## config.mk

```make
export PLATFORM = sky130hd
export DESIGN_NAME = conversor_teclado_ascii_fifo
export DESIGN_NICKNAME = d
export VERILOG_FILES = /design/src/rtl/conversor_teclado_ascii_fifo.sv
export SDC_FILE = /design/constraint.sdc
export NUM_CORES = 1
export LEC_CHECK = 0
export BUFFER_PORTS_ARGS = -buffer_cell sky130_fd_sc_hd__buf_4
export CAP_MARGIN = 20
export CORE_AREA = 2 2 96 61
export CTS_CLUSTER_DIAMETER = 200
export DETAILED_ROUTE_END_ITERATION = 10
export DIE_AREA = 0 0 98 63
export GPL_ROUTABILITY_DRIVEN = 0
export PLACE_DENSITY = 0.77
export SYNTH_ARGS = -nofsm -noshare
export SYNTH_HDL_FRONTEND = slang
export SYNTH_SLANG_ARGS = --single-unit
export TNS_END_PERCENT = 1
```

## constraint.sdc

```tcl
create_clock -name clk -period 3.2 [get_ports clk]
set_input_delay 0.16 -clock clk [delete_from_list [all_inputs] [get_ports clk]]
set_output_delay 0.16 -clock clk [all_outputs]
set_load 0.01 [all_outputs]
```

## src/rtl/conversor_teclado_ascii_fifo.sv

```systemverilog
// Key-code to ASCII converter feeding a first-word-fall-through character buffer.
// Optional repeat filter is built only when KEY_REPEAT_FILTER_EN is defined.
module conversor_teclado_ascii_fifo #(
    parameter int KEY_W      = 4,
    parameter int DEPTH      = 8,
    parameter int LOWERCASE  = 0,
    parameter int REPEAT_GAP = 1000
) (
    input  logic                       clk,
    input  logic                       rst,
    input  logic                       tecla_valid,
    input  logic [KEY_W-1:0]           tecla_code,
    input  logic                       ascii_ready,
    output logic                       ascii_valid,
    output logic [7:0]                 ascii_data,
    output logic [$clog2(DEPTH+1)-1:0] count,
    output logic                       full,
    output logic                       overflow,
    input  logic                       overflow_clr
);

    localparam int CNT_W = $clog2(DEPTH+1);
    localparam int PTR_W = $clog2(DEPTH);

    logic [7:0]       mem_q [DEPTH];
    logic [PTR_W-1:0] wr_ptr_q, wr_ptr_d;
    logic [PTR_W-1:0] rd_ptr_q, rd_ptr_d;
    logic [CNT_W-1:0] count_q, count_d;
    logic             overflow_q, overflow_d;
    logic             eligible_s, push_s, pop_s, drop_s;
    logic [7:0]       char_s;

    function automatic logic [7:0] map_code(input logic [KEY_W-1:0] code);
        logic [7:0] cw;
        cw = 8'(code);
        if (cw < 8'd10) begin
            return 8'h30 + cw;
        end else if (cw < 8'd16) begin
            return ((LOWERCASE != 0) ? 8'h61 : 8'h41) + (cw - 8'd10);
        end else begin
            return 8'h3F;
        end
    endfunction

`ifdef KEY_REPEAT_FILTER_EN
    localparam int GAP_W = $clog2(REPEAT_GAP+1);

    // gap_q counts cycles since the last accepted key; resetting it to REPEAT_GAP
    // makes the very first key always eligible.
    logic [GAP_W-1:0] gap_q, gap_d;
    logic [KEY_W-1:0] last_q, last_d;

    // Repeat decision from the registered filter state
    always_comb begin
        if ((tecla_code == last_q) && (gap_q < GAP_W'(REPEAT_GAP))) begin
            eligible_s = 1'b0;
        end else begin
            eligible_s = 1'b1;
        end
    end

    // Filter next state: restart on acceptance, otherwise saturating count
    always_comb begin
        last_d = last_q;
        gap_d  = gap_q;
        if (push_s) begin
            last_d = tecla_code;
            gap_d  = GAP_W'(1);
        end else if (gap_q < GAP_W'(REPEAT_GAP)) begin
            gap_d = gap_q + GAP_W'(1);
        end else begin
            gap_d = gap_q;
        end
    end

    // Filter state registers
    always_ff @(posedge clk or posedge rst) begin
        if (rst) begin
            gap_q  <= GAP_W'(REPEAT_GAP);
            last_q <= '0;
        end else begin
            gap_q  <= gap_d;
            last_q <= last_d;
        end
    end
`else
    assign eligible_s = 1'b1;
`endif

    // Handshake decode and next-state for pointers, count and overflow flag
    always_comb begin
        char_s     = map_code(tecla_code);
        pop_s      = (count_q != CNT_W'(0)) && ascii_ready;
        push_s     = tecla_valid && eligible_s &&
                     ((count_q != CNT_W'(DEPTH)) || pop_s);
        drop_s     = tecla_valid && eligible_s && !push_s;
        wr_ptr_d   = wr_ptr_q;
        rd_ptr_d   = rd_ptr_q;
        count_d    = count_q;
        overflow_d = overflow_q;
        if (push_s) begin
            wr_ptr_d = wr_ptr_q + PTR_W'(1);
        end else begin
            wr_ptr_d = wr_ptr_q;
        end
        if (pop_s) begin
            rd_ptr_d = rd_ptr_q + PTR_W'(1);
        end else begin
            rd_ptr_d = rd_ptr_q;
        end
        case ({push_s, pop_s})
            2'b10:   count_d = count_q + CNT_W'(1);
            2'b01:   count_d = count_q - CNT_W'(1);
            default: count_d = count_q;
        endcase
        if (drop_s) begin
            overflow_d = 1'b1;
        end else if (overflow_clr) begin
            overflow_d = 1'b0;
        end else begin
            overflow_d = overflow_q;
        end
    end

    // Control state registers
    always_ff @(posedge clk or posedge rst) begin
        if (rst) begin
            wr_ptr_q   <= '0;
            rd_ptr_q   <= '0;
            count_q    <= '0;
            overflow_q <= 1'b0;
        end else begin
            wr_ptr_q   <= wr_ptr_d;
            rd_ptr_q   <= rd_ptr_d;
            count_q    <= count_d;
            overflow_q <= overflow_d;
        end
    end

    // Character storage; contents are masked at the output while empty
    always_ff @(posedge clk) begin
        if (push_s) begin
            mem_q[wr_ptr_q] <= char_s;
        end
    end

    assign ascii_valid = (count_q != CNT_W'(0));
    assign full        = (count_q == CNT_W'(DEPTH));
    assign count       = count_q;
    assign overflow    = overflow_q;
    assign ascii_data  = ascii_valid ? mem_q[rd_ptr_q] : 8'h00;

endmodule

```

Word-level counts from Yosys, hierarchy flattened:

Memory sizes are Yosys's and may differ from the RTL's.
Cells that the tools add are included.

* shifts and indexed selects: 0
* muxes and demuxes: 7
* $mul: 0
* div/mod/pow operators: 0
* $lt $le $gt $ge: 1
* equality and inequality tests: 4
* reductions and logical operators: 8
* bitwise gates (word level): 0
* add/subtract/negate cells: 7

Operator list (number)
* 8-bit 2-to-1 mux: 2
* 7-bit by 8-bit adder with 8-bit output (first input constant): 1
* 4-bit one-hot mux with 2 select lines: 1
* 6-bit by 4-bit adder with 7-bit output (first input constant): 1
* 3-bit by 1-bit adder with 3-bit output (second input constant): 2
* 4-bit by 4-bit subtractor with 5-bit output (second input constant): 1
* 4-bit by 1-bit adder with 4-bit output (second input constant): 1
* 4-bit equality test (second input constant): 1
* 4-bit < comparator (second input constant): 1
* 1-bit 2-to-1 mux: 4
* 4-bit != test (second input constant): 1
* 2-bit nonzero test: 2
* 4-bit nonzero test: 1
* 4-bit by 1-bit subtractor with 4-bit output (second input constant): 1
* 1-bit logical AND: 3
* 2-bit by 1-bit equality test with 1-bit output (second input constant): 1
* 2-bit equality test (second input constant): 1
* 1-bit logical NOT: 1
* 1-bit logical OR: 1

* bits in writable memories: 64
* flip-flop bits (word level): 11
* logic and storage cells: 32
* memories: 1
* output and inout bits: 15
* bits of input ports: 9
* bits in latches: 0
* ROM bits: 0

Memory list
* mem_q: words 8, width 8, read ports 1, clocked after Yosys merged registers in 0, write ports 1, line 25 `logic [7:0] mem_q [DEPTH];`

Depth between registers and ports, before layout:

Gate-level depths: netlist (run 1).

* word-level depth: 7
* gate-level depth with buffers: 10
* depth with buffers taken out: 10

Worst setup path before layout (run 1):

OpenSTA, ideal clock, no wires.

* kind: flip-flop to flip-flop
* from: register count_q[0], in the netlist count[0]
* to: register count_q[3], in the netlist count[3]
* required time: 3076 ps
* library setup time: 124 ps
* setup slack: 479 ps
* stages on the path, launching flop included: 11
* buffers on the path: 0
* clock period less this slack: 2721 ps
* arrival: 2597 ps
* cell sequence: dfrtp_1 -> or3_4 -> nor2_4 -> inv_2 -> nand2_1 -> nor2_1 -> ha_1 -> a21o_1 -> a21oi_1 -> mux2_2 -> a211o_2

* longest elaborated chain between the ends: 6
* elaborated cells on any way between the ends: 11
* classes of those cells: add/sub: 2; eq/ne: 3; mux: 1; reduce/logical: 5

Ends and longest elaborated chain
* start, declared: line 28 `logic [CNT_W-1:0] count_q, count_d;`
* start signal, assigned: line 135 `count_q <= count_d;`
* 4-bit nonzero test *
* named net ascii_valid: line 14 `output logic ascii_valid,`
* 1-bit logical AND *: line 93 `pop_s = (count_q != CNT_W'(0)) && ascii_ready;`
* 1-bit logical OR: line 95 `((count_q != CNT_W'(DEPTH)) || pop_s);`
* 1-bit logical AND: line 94 `push_s = tecla_valid && eligible_s &&`
* 2-bit by 1-bit equality test with 1-bit output or 2-bit equality test (tied branches): line 111 `case ({push_s, pop_s})`
* 4-bit one-hot mux with 2 select lines or 2-bit nonzero test (tied branches)

Mark *: on every way through the listed nets, which the timed path passes. The rest lies on a longest branch.
A chain may end at the register's enable or synchronous reset.

Final worst setup path (run 1):

* from: register count_q[1], in the netlist count[1]
* to: register count_q[3], in the netlist count[3]

* longest elaborated chain between the ends: 6
* elaborated cells on any way between the ends: 11
* classes of those cells: add/sub: 2; eq/ne: 3; mux: 1; reduce/logical: 5

Ends and longest elaborated chain (line)
* 4-bit nonzero test: 93
* 1-bit logical AND: 93
* 1-bit logical OR: 95
* 1-bit logical AND: 94
* 2-bit by 1-bit equality test with 1-bit output or 2-bit equality test (tied branches): 111
* 4-bit one-hot mux with 2 select lines or 2-bit nonzero test (tied branches)

Several ways; a longest one is shown, not always the timed one.

==> summary.md, run 1 <==
| Metric | Value |
|---|---|
| Grt ovf | `0` |
| Post-CTS Resized | `0` |
| Slowest Stage Delay on Critical Path | `0.46 ns` |
| Fin. Hold Viols | `0` |
| Rel. slew slack | `45.15%` |
| Post-synth cell types | `38` |
| Fillers | `367` |
| Ys flop type | `edfxtp_1` |
| Clock Sinks | `67` |
| Post-Syn Area | `3030 sq um` |
| Vias/cell | `5.606` |
| Die Area | `6174 sq um` |
| Number of enable flip-flop cells after synthesis | `56` |
| Drt pass-1 iters | `4` |
| CTS root buf | `clkbuf_8` |
| Status | `finished, final reports clean` |
| Clk_lat worst skew | `0.34 ns` |
| Required @ worst endpoint | `3.42 ns` |
| Flop2flop setup slack | `0.24 ns` |
| Mapped Avg Cell Area | `15.95 sq um` |
| Most frequent cell after synthesis | `edfxtp_1` |
| CP startpoint kind | `flop` |
| Setup ws final | `0.2424 ns` |
| Post-detailed-route wirelength per cell | `18.87 microns` |
| R2r endpoint | `count[3]$_DFFE_PP0P_` |
| Post-layout util | `65.96%` |
| Fin crit share | `92.43%` |
| Chip Height | `63 microns` |
| I/O Buffers | `22` |
| Slew Viols, Final | `0` |
| DP Wirelength | `3818 microns` |
| Critical path class | `reg2reg` |
| Die width | `98 microns` |
| CTS tree | `done` |
| R2R cell count | `10` |
| Worst hold path type | `in2reg` |
| Most frequent cells after synthesis | `edfxtp_1, mux4_2, nand2_1` |
| Post-synth ARST share | `16.42%` |
| All-Layer GR Usage | `20.64%` |
| Maximum vdd drop | `0.5885 mV` |
| Worst slew pin tran | `0.8142 ns` |
| Sequential share of the synthesized area | `64.57%` |
| Crit-path cells | `or3_4 -> nor2_4 -> inv_2 -> nand2_1 -> nor2_1 -> ha_1 -> a21o_1 -> a21oi_1 -> mux2_2 -> a211o_2` |
| Antenna Cells | `0` |
| Pin count of the biggest net entering global routing | `17` |
| Pleak | `1.299 nW` |
| Io pins | `24` |
| Layout Area Growth over Synthesis | `16.10%` |
| Remaining DRCs | `0` |
| Worst-path clk slew | `0.08 ns` |
| Unrepaired setup endpoints after global routing | `no` |
| Post-Layout Cell Count | `297` |
| Post-synth top area cell | `edfxtp_1` |
| Critical path capture point | `count[3]$_DFFE_PP0P_` |
| Initial Util | `56.81%` |
| Setup Skew | `0.01110 ns` |
| Min Tclk post-route | `2.958 ns` |
| Largest cells by area after synthesis | `edfxtp_1, mux4_2, dfrtp_1` |
| Drt first-iter violations | `108` |
| Sequential Area | `1957 sq um` |
| Via count | `1665` |
| Vias in the first global route | `1686` |
| H-tree depth | `3` |
| Cell Pwr Density | `895.7 nW/um^2` |
| R2r startpoint | `count[1]$_DFFE_PP0P_` |
| Core area | `5334 sq um` |
| # rows | `21` |
| # nets final | `241` |
| Setup TNS | `0 ns` |
| Maxcap violations | `0` |
| Post-DRT Antenna Nets | `0` |
| Number of cells produced by synthesis | `190` |
| Worst setup EP type | `flop` |
| Area of the multi-input gates | `996.0 sq um` |
| Crit path max-delay cell type | `dfrtp_1` |
| FMAX | `338.1 MHz` |
| Synth top area share | `55.49%` |
| Syn nets | `208` |
| Crit path from | `count[1]$_DFFE_PP0P_` |
| Yosys warns | `0` |
| Post-Route WL | `5604 microns` |
| Placed insts | `279` |
| First-pass GRT wire length | `9108 microns` |
| Initial antenna violation count | `0` |
| Cts bufs inserted | `9` |
| Clock buffer depth | `2` |
| Register bit total from synthesis | `67` |
| Placement Setup Slack | `0.2901 ns` |
| Worst hold margin | `0.1947 ns` |
| Finish-stage setup viols | `0` |
| Arr. time, crit path | `3.18 ns` |
| Layout cell share with drive strength beyond 1 | `30.70%` |
| CP Max Fanout | `8` |
layout make-up:
type | count | share of cell area, %
clock buffer | 9 | 3.521
clock inverter | 7 | 2.596
inverter | 9 | 0.9602
multi-input combinational | 106 | 28.31
sequential | 67 | 55.62
tap | 69 | 2.454
timing repair buffer | 30 | 6.543
per-layer routing:
layer / routed length [microns] / GRT usage (%) / up-vias
met3: 297 / 6.040 / 8
met5: 0 / 0 / -
met4: 76 / 7.986 / 0
li1: - / - / 782
met1: 2536 / 29.46 / 829
met2: 2694 / 30.39 / 46
cells by family after synthesis:
| logic type | Yosys count | share of synthesized area [%] |
|---|---|---|
| xor+xnor | 11 | 3.179 |
| fa+ha+maj | 9 | 3.964 |
| buf+inv | 17 | 2.560 |
| simple gates | 46 | 7.762 |
| mux | 25 | 14.16 |
| compound gates | 14 | 3.674 |
| flops | 67 | 64.57 |
| other cells | 1 | 0.1237 |
registers in the layout, indices dropped and copies added, names as in the netlist:
register	flops
mem_q	56
count	4
wr_ptr_q	3
rd_ptr_q	3
overflow	1
power by group:
group	internal (W)	switching, W	leakage (nW)	total, W
Clock	0.000436	0.000318	0.101	0.000753
Sequential	0.00113	0.000177	0.634	0.00131
Combinational	0.000578	0.000511	0.564	0.00109
layout by cell type, fill, tap and decap left out, types with 7 or more instances in the layout:
| master | instances |
|---|---|
| mux2i_1 | 8 |
| mux4_2 | 14 |
| ha_1 | 8 |
| inv_1 | 8 |
| nand2_1 | 14 |
| dfrtp_1 | 11 |
| nor2_1 | 12 |
| clkbuf_8 | 9 |
| buf_4 | 28 |
| xnor2_1 | 7 |
| edfxtp_1 | 56 |
through the flow:
step	cell area, sq um	total power (W)
5_1_grt	3518	0.003323
4_1_cts	3518	0.003173
3_3_place_gp	3283	0.002377
3_5_place_dp	3283	0.002424
2_1_floorplan	3030	0.002024
6_report	3518	0.003151
critical path: cells and delay by family (launching register included):
family	cells	cell delay, ns
flip-flops	1	0.46
AND/OR/NAND/NOR	4	0.92
buffers and inverters	1	0.08
AO/OA/AOI/OAI	3	0.73
adder cells (fa/ha/maj)	1	0.29
multiplexers	1	0.36
worst min-delay path by stage:
stage	startpoint	endpoint	slack, ns	cells past startpoint
2_1_floorplan	rst	count[0]$_DFFE_PP0P_	0.01	1
3_3_place_gp	rst	overflow$_DFFE_PP0P_	0.18	2
3_5_place_dp	rst	count[2]$_DFFE_PP0P_	0.20	2
4_1_cts	ascii_ready	rd_ptr_q[2]$_DFFE_PP0P_	0.18	3
5_1_grt	ascii_ready	rd_ptr_q[2]$_DFFE_PP0P_	0.19	3
6_report	ascii_ready	rd_ptr_q[2]$_DFFE_PP0P_	0.19	3
what timing repair did:
action,4_1_cts,5_1_grt
setup buffers,0,0
hold endpoints to repair,12,0
hold buffers,2,0
(Power assumes the default switching activity.)
==> inputs of run 2 (changes only) <==
--- a/config.mk
+++ b/config.mk
@@ -12,7 +12,10 @@
 export DETAILED_ROUTE_END_ITERATION = 10
 export DIE_AREA = 0 0 98 63
 export GPL_ROUTABILITY_DRIVEN = 0
+export GPL_TIMING_DRIVEN = 0
+export MAX_ROUTING_LAYER = met4
 export PLACE_DENSITY = 0.77
+export RECOVER_POWER = 50
 export SYNTH_ARGS = -nofsm -noshare
 export SYNTH_HDL_FRONTEND = slang
 export SYNTH_SLANG_ARGS = --single-unit
==> run 2 against run 1 <==
Net effect: setup slack better by 0.014 ns; total power down 3.3%; flip-flop and latch count unchanged; maximum frequency up 0.48%; sequential power decreased by 4%; clock power down 11%; sequential share of layout area increased by 0.82 points; cell area is 1.5% lower; core utilization is 0.96 points lower; first-iteration DRC count increased by 39%; wire length increased by 0.25%; count of clock-buffer cells in the layout is the same; critical endpoint unchanged.
==> summary.md, run 2 (synthesis gave the netlist of run 1 again) <==
| Metric | Value |
|---|---|
| Pin count of the biggest net entering global routing | `13 (was 17)` |
| Worst-path clk slew | `0.07 ns (was 0.08 ns)` |
| Sequential Area | `1957 sq um (unchanged)` |
| All-Layer GR Usage | `21.79% (was 20.64%)` |
| Pleak | `1.280 nW (was 1.299 nW)` |
| Clock buffer depth | `2 (unchanged)` |
| Setup TNS | `0 ns (unchanged)` |
| Layout Area Growth over Synthesis | `14.41% (was 16.10%)` |
| Initial Util | `56.81% (unchanged)` |
| Flop2flop setup slack | `0.26 ns (was 0.24 ns)` |
| Io pins | `24 (unchanged)` |
| Post-Route WL | `5618 microns (was 5604 microns)` |
| CTS tree | `done (unchanged)` |
| Biggest register | `mem_q (unchanged)` |
| Setup Skew | `0.007646 ns (was 0.01110 ns)` |
| Via count | `1675 (was 1665)` |
| CP Max Fanout | `8 (unchanged)` |
| Placed insts | `285 (was 279)` |
| Slew Viols, Final | `0 (unchanged)` |
| Most frequent cells in the layout | `edfxtp_1, buf_4, nand2_1 (was edfxtp_1, buf_4, nand2_1, mux4_2, nor2_1)` |
| Fin crit share | `91.99% (was 92.43%)` |
| Die Area | `6174 sq um (unchanged)` |
| Remaining DRCs | `0 (unchanged)` |
| Min Tclk post-route | `2.944 ns (was 2.958 ns)` |
| # rows | `21 (unchanged)` |
| CTS root buf | `clkbuf_8 (unchanged)` |
| Crit path max-delay cell type | `or3_4 (was dfrtp_1)` |
| Clk_lat worst skew | `0.35 ns (was 0.34 ns)` |
| FMAX | `339.7 MHz (was 338.1 MHz)` |
| Post-DRT Antenna Nets | `0 (unchanged)` |
| Slowest Stage Delay on Critical Path | `0.45 ns (was 0.46 ns)` |
| Drt pass-1 iters | `4 (unchanged)` |
| Finish-stage setup viols | `0 (unchanged)` |
| Worst hold path type | `in2reg (unchanged)` |
| CP startpoint kind | `flop (unchanged)` |
| # nets final | `246 (was 241)` |
| Antenna Cells | `0 (unchanged)` |
| Required @ worst endpoint | `3.43 ns (was 3.42 ns)` |
| Core area | `5334 sq um (unchanged)` |
| Area of the multi-input gates | `975.9 sq um (was 996.0 sq um)` |
| Number of flip-flops in the largest register | `56 (unchanged)` |
| Vias/cell | `5.546 (was 5.606)` |
| Layout cell share with drive strength beyond 1 | `28.33% (was 30.70%)` |
| Chip Height | `63 microns (unchanged)` |
| H-tree depth | `3 (unchanged)` |
| Clock Sinks | `67 (unchanged)` |
| Cts bufs inserted | `9 (unchanged)` |
| Fillers | `390 (was 367)` |
| Unrepaired setup endpoints after global routing | `no (unchanged)` |
| Worst slew pin tran | `0.8556 ns (was 0.8142 ns)` |
| Die width | `98 microns (unchanged)` |
| Drt first-iter violations | `150 (was 108)` |
| DP Wirelength | `4060 microns (was 3818 microns)` |
| Status | `finished, final reports clean (unchanged)` |
| Maxcap violations | `0 (unchanged)` |
| Vias in the first global route | `1694 (was 1686)` |
| Commonest non-fill, non-tap cell in the layout | `edfxtp_1 (unchanged)` |
| Hold path cells | `2 (was 3)` |
| Crit-path cells | `or3_4 -> nor2_4 -> inv_2 -> nand2_1 -> nor2_1 -> ha_1 -> a21o_1 -> a21oi_2 -> mux2_2 -> a211o_2 (was or3_4 -> nor2_4 -> inv_2 -> nand2_1 -> nor2_1 -> ha_1 -> a21o_1 -> a21oi_1 -> mux2_2 -> a211o_2)` |
| Post-layout util | `65.00% (was 65.96%)` |
| Maximum vdd drop | `0.4560 mV (was 0.5885 mV)` |
| Cell Pwr Density | `879.3 nW/um^2 (was 895.7 nW/um^2)` |
| Rel. slew slack | `42.36% (was 45.15%)` |
| I/O Buffers | `21 (was 22)` |
| Post-Layout Cell Count | `302 (was 297)` |
| Grt ovf | `0 (unchanged)` |
| Fin. Hold Viols | `0 (unchanged)` |
| Worst setup EP type | `flop (unchanged)` |
| Arr. time, crit path | `3.18 ns (about the same)` |
| First-pass GRT wire length | `9149 microns (was 9108 microns)` |
| Critical path class | `reg2reg (unchanged)` |
| Initial antenna violation count | `0 (unchanged)` |
| Post-detailed-route wirelength per cell | `18.60 microns (was 18.87 microns)` |
| R2R cell count | `10 (unchanged)` |
run 2: changes by cell type in the layout (fill, tap and decap cells not counted), moves of 2 or more:
cell	change
clkinv_2	+2
clkbuf_1	+7
clkbuf_4	+2
buf_4	-9
buf_2	+5
run 2: what timing repair did:
item,in CTS,in global routing
resized for setup,0,1
hold endpoints to repair,11,0
hold buffers,1,0
buffers inserted,0,0
endpoints found under the setup margin,0,1
run 2: cell type report:
cell class              instances  area share [%]
clock inverters                 7           1.949
clock buffers                   9           3.573
flip-flops and latches         67           56.44
multi-input cells             106           28.15
plain buffers                   8           1.263
repair buffers                 27           5.161
inverters                       9          0.9744
well taps                      69           2.490
run 2: path summary, 6_finish.rpt:
| kind | start | end |
|---|---|---|
| worst min register to register | overflow$_DFFE_PP0P_ | overflow$_DFFE_PP0P_ |
| worst min-delay path | overflow_clr | overflow$_DFFE_PP0P_ |
| worst max register to register | count[0]$_DFFE_PP0P_ | count[3]$_DFFE_PP0P_ |
| worst max-delay path | count[0]$_DFFE_PP0P_ | count[3]$_DFFE_PP0P_ |
| min in group asynchronous | rst | count[2]$_DFFE_PP0P_ |
| max in group asynchronous | rst | wr_ptr_q[2]$_DFFE_PP0P_ |
run 2: report_power, final:
part / switching, W / internal [W] / total [W]
logic: 0.000561 / 0.000556 / 0.00112
clock network: 0.000317 / 0.000356 / 0.000673
registers: 0.000125 / 0.00113 / 0.00126
run 2: per-layer routing:
layer	up-vias	share of wire [%]	GRT usage [%]
met2	42	46	30.48
li1	787	-	-
met5	-	0	-
met3	6	7.5	9.060
met4	0	0.91	5.208
met1	840	46	30.08
run 2: metrics by stage:
stage / total power (W) / instance area (sq um) / hold slack [ns] / setup slack, ns
after CTS: 0.003118 / 3512 / 0.01241 / 0.1606
after global placement: 0.002381 / 3274 / 0.1970 / 0.2164
after detailed placement: 0.002441 / 3311 / 0.1999 / 0.1793
after floorplan: 0.002024 / 3030 / 0.01244 / 0.4793
final: 0.003049 / 3467 / 0.02723 / 0.2564
after global routing: 0.003244 / 3467 / 0.007036 / 0.06596
run 2: critical path: cells and delay by family (launching register included):
kind	cells	cell delay [ns]
simple gates	4	0.94
flops	1	0.44
fa+ha+maj	1	0.27
buf+inv	1	0.08
compound gates	3	0.73
mux	1	0.36
